File: src/rtl/aha_clk_en_ctrl_pkg.sv
// Shared types and defaults for the per-domain clock-enable controller.
package aha_clk_en_ctrl_pkg;

  localparam int DEF_NUM_DOM = 4;
  localparam int DEF_CNT_W   = 8;

  typedef enum logic [2:0] {
    ST_RUN   = 3'd0,
    ST_COUNT = 3'd1,
    ST_REQ   = 3'd2,
    ST_STOP  = 3'd3,
    ST_EXIT  = 3'd4
  } dom_state_e;

  // A domain may be stopped only while permitted, idle and not asked to wake.
  function automatic logic may_gate(input logic gate_en, input logic idle, input logic wake);
    return gate_en & idle & ~wake;
  endfunction

endpackage

File: src/rtl/aha_clk_en_ctrl_dom_fsm.sv
// Single-domain idle-hysteresis and Q-channel clock-gating FSM with registered outputs.
module aha_clk_en_dom_fsm
  import aha_clk_en_ctrl_pkg::*;
#(
  parameter int CNT_W = DEF_CNT_W
) (
  input  logic             clk,
  input  logic             reset_n,
  input  logic             gate_en,
  input  logic [CNT_W-1:0] idle_thresh,
  input  logic             idle,
  input  logic             wake,
  input  logic             qacceptn,
  input  logic             qdeny,
  output logic             qreqn,
  output logic             clk_en,
  output logic             gated
);

  dom_state_e       state;
  logic [CNT_W-1:0] count;

  // State, hysteresis counter and outputs all update together so outputs are glitch-free.
  always_ff @(posedge clk or negedge reset_n) begin
    if (!reset_n) begin
      state  <= ST_RUN;
      count  <= '0;
      qreqn  <= 1'b1;
      clk_en <= 1'b1;
      gated  <= 1'b0;
    end else begin
      case (state)
        ST_RUN: begin
          if (may_gate(gate_en, idle, wake)) begin
            state <= ST_COUNT;
            count <= '0;
          end else begin
            state <= ST_RUN;
          end
        end
        ST_COUNT: begin
          if (!may_gate(gate_en, idle, wake)) begin
            state <= ST_RUN;
          end else if (count >= idle_thresh) begin
            // >= rather than == keeps the counter from wrapping if the threshold is lowered.
            state <= ST_REQ;
            qreqn <= 1'b0;
          end else begin
            count <= count + CNT_W'(1);
          end
        end
        ST_REQ: begin
          // Wake is deliberately ignored here: the request is never withdrawn before a response.
          if (qdeny) begin
            state <= ST_EXIT;
            qreqn <= 1'b1;
          end else if (!qacceptn) begin
            state  <= ST_STOP;
            clk_en <= 1'b0;
            gated  <= 1'b1;
          end else begin
            state <= ST_REQ;
          end
        end
        ST_STOP: begin
          if (!may_gate(gate_en, idle, wake)) begin
            state  <= ST_EXIT;
            qreqn  <= 1'b1;
            clk_en <= 1'b1;
            gated  <= 1'b0;
          end else begin
            state <= ST_STOP;
          end
        end
        ST_EXIT: begin
          if (qacceptn && !qdeny) begin
            state <= ST_RUN;
          end else begin
            state <= ST_EXIT;
          end
        end
        default: begin
          state  <= ST_RUN;
          count  <= '0;
          qreqn  <= 1'b1;
          clk_en <= 1'b1;
          gated  <= 1'b0;
        end
      endcase
    end
  end

endmodule

File: src/rtl/aha_clk_en_ctrl.sv
// Clock-enable controller: NUM_DOM independent Q-channel gating domains.
module aha_clk_en_ctrl
  import aha_clk_en_ctrl_pkg::*;
#(
  parameter int NUM_DOM = DEF_NUM_DOM,
  parameter int CNT_W   = DEF_CNT_W
) (
  input  logic               clk,
  input  logic               reset_n,
  input  logic [NUM_DOM-1:0] cfg_gate_en,
  input  logic [CNT_W-1:0]   cfg_idle_thresh,
  input  logic [NUM_DOM-1:0] dom_idle,
  input  logic [NUM_DOM-1:0] dom_wake,
  input  logic [NUM_DOM-1:0] qacceptn,
  input  logic [NUM_DOM-1:0] qdeny,
  output logic [NUM_DOM-1:0] qreqn,
  output logic [NUM_DOM-1:0] clk_en,
  output logic [NUM_DOM-1:0] gated
);

  for (genvar i = 0; i < NUM_DOM; i++) begin : g_dom
    aha_clk_en_dom_fsm #(
      .CNT_W(CNT_W)
    ) u_dom (
      .clk         (clk),
      .reset_n     (reset_n),
      .gate_en     (cfg_gate_en[i]),
      .idle_thresh (cfg_idle_thresh),
      .idle        (dom_idle[i]),
      .wake        (dom_wake[i]),
      .qacceptn    (qacceptn[i]),
      .qdeny       (qdeny[i]),
      .qreqn       (qreqn[i]),
      .clk_en      (clk_en[i]),
      .gated       (gated[i])
    );
  end

endmodule

File: config.mk
export PLATFORM = sky130hd
export DESIGN_NAME = aha_clk_en_ctrl
export DESIGN_NICKNAME = d
export VERILOG_FILES = /design/src/rtl/aha_clk_en_ctrl_pkg.sv /design/src/rtl/aha_clk_en_ctrl_dom_fsm.sv /design/src/rtl/aha_clk_en_ctrl.sv
export SDC_FILE = /design/constraint.sdc
export NUM_CORES = 1
export LEC_CHECK = 0
export BUFFER_PORTS_ARGS = -buffer_cell sky130_fd_sc_hd__buf_2
export CAP_MARGIN = 20
export CORE_MARGIN = 2
export CORE_UTILIZATION = 66
export CTS_BUF_LIST = sky130_fd_sc_hd__clkbuf_8
export DETAILED_ROUTE_END_ITERATION = 10
export HOLD_SLACK_MARGIN = 0.06
export PLACE_DENSITY = 0.88
export SETUP_SLACK_MARGIN = 0.1
export SLEW_MARGIN = 0
export SYNTH_ARGS = -nofsm -noshare
export SYNTH_HDL_FRONTEND = slang
export SYNTH_SLANG_ARGS = --single-unit
File: constraint.sdc
create_clock -name clk -period 6.5 [get_ports clk]
set_clock_uncertainty 0.2 [all_clocks]
set_input_delay 0.325 -clock clk [delete_from_list [all_inputs] [get_ports clk]]
set_output_delay 0.325 -clock clk [all_outputs]
set_load 0.01 [all_outputs]
Word-level counts from Yosys, hierarchy flattened
Cells that the tools add are included.

storage, ports and cells
  input port bits = 30
  RAM bits = 0
  bits in registers = 56
  logic and storage cells = 236
  memories kept = 0
  output and inout port bits = 12
  bits in read-only memories = 0
  bits in latches = 0

operators by class
  reductions and logical operators = 36
  equality and inequality tests = 52
  bitwise gates (word level) = 24
  divide/modulo/power cells = 0
  add/subtract/negate cells = 4
  order comparisons = 4
  multiplexer cells = 96
  multiply operators = 0
  shift operators = 0

operator list
  cell                   count
  $mux W8                12
  $pmux W8 S3            4
  $mux W3                20
  $pmux W3 S5            4
  $mux W1                44
  $ne A2 B2 Y1 const B   20
  $add A8 B1 Y8 const B  4
  $ge A8 B8 Y1           4
  $reduce_and A4 Y1      8
  $eq A3 B2 Y1 const B   8
  $ne A2 B1 Y1 const B   12
  $pmux W1 S3            8
  $reduce_or A3 Y1       8
  $reduce_and A5 Y1      4
  $not A1 Y1             16
  $pmux W1 S4            4
  $eq A3 B1 Y1 const B   4
  $eq A3 B3 Y1 const B   4
  $logic_not A3 Y1       4
  $ne A3 B3 Y1 const B   4
  $and A1 B1 Y1          8
  $reduce_or A2 Y1       4
  $logic_and A1 B1 Y1    4
  $logic_not A1 Y1       4

Longest topological paths before layout
  depth in word-level cells = 4
  mapped depth = 8
  depth with buffers taken out = 7

Cells and area by module
From an unflattened synthesis, not the netlist that was laid out.

second synthesis, totals
  cell total of the unflattened synthesis = 460
  area total of the unflattened synthesis = 4096.4 sq um

by module, submodules not included
  module                                    times used  cells an instance  area an instance (sq um)  seq. area each (sq um)
  aha_clk_en_dom_fsm at g_dom[0].u_dom ...  3           115                1031.0                    352.8
  aha_clk_en_dom_fsm at g_dom[3].u_dom      1           115                1003.5                    352.8

Least setup slack after synthesis
No wires, ideal clock.

  path kind = reg2reg
  start = register g_dom[1].u_dom.count[3]
  end = register g_dom[1].u_dom.count[7]
  cell stages (with the launch flop) = 7
  data arrival time = 1.932 ns
  clock period less this slack = 2.218 ns
  data required time = 6.213 ns
  setup time = 0.087 ns
  path buffers = 0
  path slack = 4.282 ns
  cells stage by stage = dfrtp_1 -> ha_1 -> or4_4 -> a21oi_2 -> o31ai_2 -> or4_1 -> o211ai_1

on the way
  word-level cells in the longest chain between the ends = 4
  elaborated cells on any way between the ends = 7
  classes of those cells = add/sub: 1; order compare: 1; eq/ne: 1; mux: 3; reduce/logical: 1

RTL lines
  item                    line                           text
  start, declared         aha_clk_en_ctrl_dom_fsm.sv:21  logic [CNT_W-1:0] count;
  start signal, assigned  aha_clk_en_ctrl_dom_fsm.sv:49  count <= count + CNT_W'(1);
  $add A8 B1 Y8           aha_clk_en_ctrl_dom_fsm.sv:49
  $mux W8                 aha_clk_en_ctrl_dom_fsm.sv:44  end else if (count >= idle_thresh) begin
  $mux W8                 aha_clk_en_ctrl_dom_fsm.sv:42  if (!may_gate(gate_en, idle, wake)) begin
  $pmux W8 S3             aha_clk_en_ctrl_dom_fsm.sv:32  case (state)

Parallel ways exist; a longest one is shown, timed or not. The select of a mux whose other input is x is not followed.
A chain may end at the register's enable or synchronous reset.

Final worst setup path
  start = register g_dom[1].u_dom.count[4]
  end = register g_dom[1].u_dom.state[0]

on the way
  word-level cells in the longest chain between the ends = 2

RTL lines
  item                    line                           text
  $ge A8 B8 Y1            aha_clk_en_ctrl_dom_fsm.sv:44
  $ne A3 B3 Y1 (no line)  -
  end signal, assigned    aha_clk_en_ctrl_dom_fsm.sv:43  state <= ST_RUN;
  end signal, assigned    aha_clk_en_ctrl_dom_fsm.sv:46  state <= ST_REQ;
  end signal, assigned    aha_clk_en_ctrl_dom_fsm.sv:55  state <= ST_EXIT;
  end, declared           aha_clk_en_ctrl_dom_fsm.sv:20  dom_state_e state;

No other way between the ends.

==> reports/qor.csv <==
stage,metric,value,unit
pwr,clockPowerShare,0.304,
critical_path,max_stage_delay,0.84,ns
timing,period_share,0.390,
floorplan,die_h,81.8,µm
critical_path,crit_fanout,17,
pwr,seqPwrFrac,0.563,
synth,ys_seq_area_frac,0.353,
synth,async_flop_share,1.00,
critical_path,arrival,2.55,ns
detailed_routing,wl_per_cell,15.4,µm
synth,syn_nets,525,
timing,setup-tns-final,0,ns
detailed_routing,routed_wl,8530,µm
pwr,power,658,µW
timing,whs,0.106,ns
placed_design,dpl.hpwl,6160,µm
placed_design,globalplace.congestion,0.822,
floorplan,start_util,0.679,
clock_tree,post_cts_resized,0,
clock_tree,h-tree-depth,2,
layout,antenna_cells_inserted,0,
grt,gr-total-overflow,0,
synth,ys_top_cells_by_count,"dfrtp_1, ha_1, nand2_1, nor2_1, a21oi_1",
grt,grt_max_degree,57,
placed_design,port_buffers,41,
pwr,peakVddDrop,113,µV
synth,ys.flop_type,dfrtp_1,
pwr,combPwrFrac,0.133,
detailed_routing,postRouteAntennaNets,0,
critical_path,critPathLaunchType,register,
layout,fin_cells,555,
synth,ys_warn_count,0,
detailed_routing,drcViolationCount,0,
floorplan,io_pins,42,
timing,fmax,0.394,GHz
floorplan,die_area,0.00669,mm²
clock_tree,cts_buffers,5,
critical_path,worstPathCellList,ha_1 > o211a_1 > a211oi_1 > o31ai_2 > a21oi_1 > o21a_1,
clock_tree,clk_latency,0.31,ns
clock_tree,clk_path_buf_depth,2,
grt,antenna_found_initial,0,
critical_path,critPathKind,register to register,
layout,stdcell_area,0.00425,mm²
grt,met2_usage,0.472,
timing,slew_headroom,0.349,
pwr,power_switching,177,µW
critical_path,crit_family,compound AO/OA/AOI/OAI gates,
critical_path,worst-path-buf-inv,0,
timing,setup_ws,3.96,ns
critical_path,cp.required,6.51,ns
placed_design,post-place-ws,3.88,ns
layout,nets,545,
placed_design,numPlacedInstances,545,
grt,grt_util_met1,0.356,
timing,drv_slew,0,
synth,synth.top_cell.area_share,0.301,
layout,seqCellArea,0.00141,mm²
grt,grt_pass1_vias,3310,
timing,period_needed,2.54,ns
grt,grt_util_met3,0.0385,
synth,netlist_area,0.00400,mm²
clock_tree,cts_tree,done,
synth,yosysMostFrequentCell,dfrtp_1,
clock_tree,post-cts-setup-buffers,0,
detailed_routing,firstDrtPassIters,4,
hold_path,min_path_type,primary input to register,
timing,finalHoldViolations,0,
pwr,cellPowerDensity,155,mW/mm²
detailed_routing,vias_per_cell,6.37,
clock_tree,hold_buffers,1,
timing,tightestPinTransition,0.970,ns
pwr,leakage,2.09,nW
placed_design,placed_area,0.00414,mm²
run_status,run_status,finished clean,
synth,synth.ff_latch_count,56,
layout,multi_input_area,0.00233,mm²
run,cap_violations,0,
grt,grt_pass1_wl,14700,µm
floorplan,core,0.00589,mm²
critical_path,end_kind,register,
layout,postLayoutCoreUtil,0.722,
synth,synth_cell_types,61,
clock_tree,ctsRootBufferMaster,clkbuf_8,
timing,setup_viol,0,
grt,grt-busiest-layer,met2,
floorplan,die_w,81.8,µm
synth,yosys.area.top_type,dfrtp_1,
synth,synth_area_leaders,"dfrtp_1, ha_1, dfstp_2",
floorplan,std_cell_rows,28,
timing,rsz0062_at_grt,no,
synth,synth_cells,459,
layout,nFillCells,450,
detailed_routing,drtIter0Drc,182,
clock_tree,clock-sinks,56,
pwr,p_int,481,µW
clock_tree,clk_pin_slew,0.10,ns
critical_path,crit_path_top_delay_cell,o31ai_2,
synth,syn_area_per_cell,8.70,µm²
layout,drive_above_1_share,0.142,
detailed_routing,dr_total_vias,3533,
layout,syn_to_final_growth,6.36,%
grt,grt_usage,0.275,
pwr,swShare,0.269,
synth,synth_edf_count,0,
## worst min-delay path: cells and delay by family
kind,cells,cell delay (ns)
buffers and inverters,1,0.10
AOI/OAI and AO/OA,1,0.06
and+or+nand+nor,2,0.11
## layer usage
layer | routed length [µm] | vias up
met1 | 3780 | 1687
met5 | 0 | -
met4 | 77 | 0
met2 | 4310 | 90
li1 | - | 1749
met3 | 356 | 7
## flip-flops by register name, indices dropped and copies added (netlist names)
| name | flops |
|---|---|
| g_dom.u_dom.count | 32 |
| g_dom.u_dom.gated | 4 |
| g_dom.u_dom.clk_en | 4 |
| g_dom.u_dom.qreqn | 4 |
| g_dom.u_dom.state | 12 |
## kinds of logic (layout without fill, tap and decap cells)
logic type               after synthesis  in the layout  share of synthesized area
multiplexers                           2              2                    0.00532
AND/OR/NAND/NOR                      163            163                      0.216
AO/OA/AOI/OAI                        145            145                      0.246
buffers and inverters                 56             77                     0.0645
adder cells (fa/ha/maj)               36             36                      0.113
XOR/XNOR                               1              1                    0.00219
flip-flops                            56             56                      0.353
## layout make-up
class / count / area share
inverters: 25 / 0.0221
flip-flops and latches: 56 / 0.332
clock buffers: 6 / 0.0194
multi-input cells: 347 / 0.547
repair buffers: 44 / 0.0542
clock inverters: 2 / 0.00265
well taps: 75 / 0.0221
## power by group through the flow
stage,Clock (mW),Sequential [mW],Combinational [mW]
after global placement,0,0.376,0.0812
final,0.200,0.371,0.0877
after CTS,0.206,0.371,0.0867
after floorplan,0,0.373,0.0607
after detailed placement,0,0.377,0.0859
after global routing,0.216,0.373,0.0997
## cells in the final DEF (no fill, tap or decap), types with 3 or more instances in the layout
cell      instances
nor3_1            6
a31o_2            3
dfrtp_1          48
and3_1            7
a31oi_1          17
o31ai_1           3
inv_1            26
nand2b_1         13
and2_1            4
buf_2            41
clkbuf_8          6
nor2_1           30
o22ai_1           4
o211ai_1         15
ha_1             36
a22o_1            5
nor4_1            4
nand3b_1          3
or3_1             4
nand2_1          36
o21a_1            9
nor2b_1           4
a211o_1           3
nand4_1           3
dfstp_2           8
o21ai_0          24
or4_1            13
a21o_1           10
a21oi_1          28
nand3_1          24
## path summary, 6_finish.rpt
kind                            slack (ns)  depth (start not counted)                                   to                                 from
worst min register to register        0.26                          2    g_dom[3].u_dom.clk_en$_DFFE_PN1P_    g_dom[3].u_dom.clk_en$_DFFE_PN1P_
max in group asynchronous             5.15                          3  g_dom[2].u_dom.count[2]$_DFFE_PN0P_                              reset_n
worst max-delay path                  3.96                          6  g_dom[1].u_dom.state[0]$_DFFE_PN0P_  g_dom[1].u_dom.count[4]$_DFFE_PN0P_
worst min-delay path                  0.11                          4  g_dom[2].u_dom.state[0]$_DFFE_PN0P_                          qacceptn[2]
min in group asynchronous             0.47                          3  g_dom[3].u_dom.state[1]$_DFFE_PN0P_                              reset_n
worst max register to register        3.96                          6  g_dom[1].u_dom.state[0]$_DFFE_PN0P_  g_dom[1].u_dom.count[4]$_DFFE_PN0P_
(Power assumes the default switching activity.)
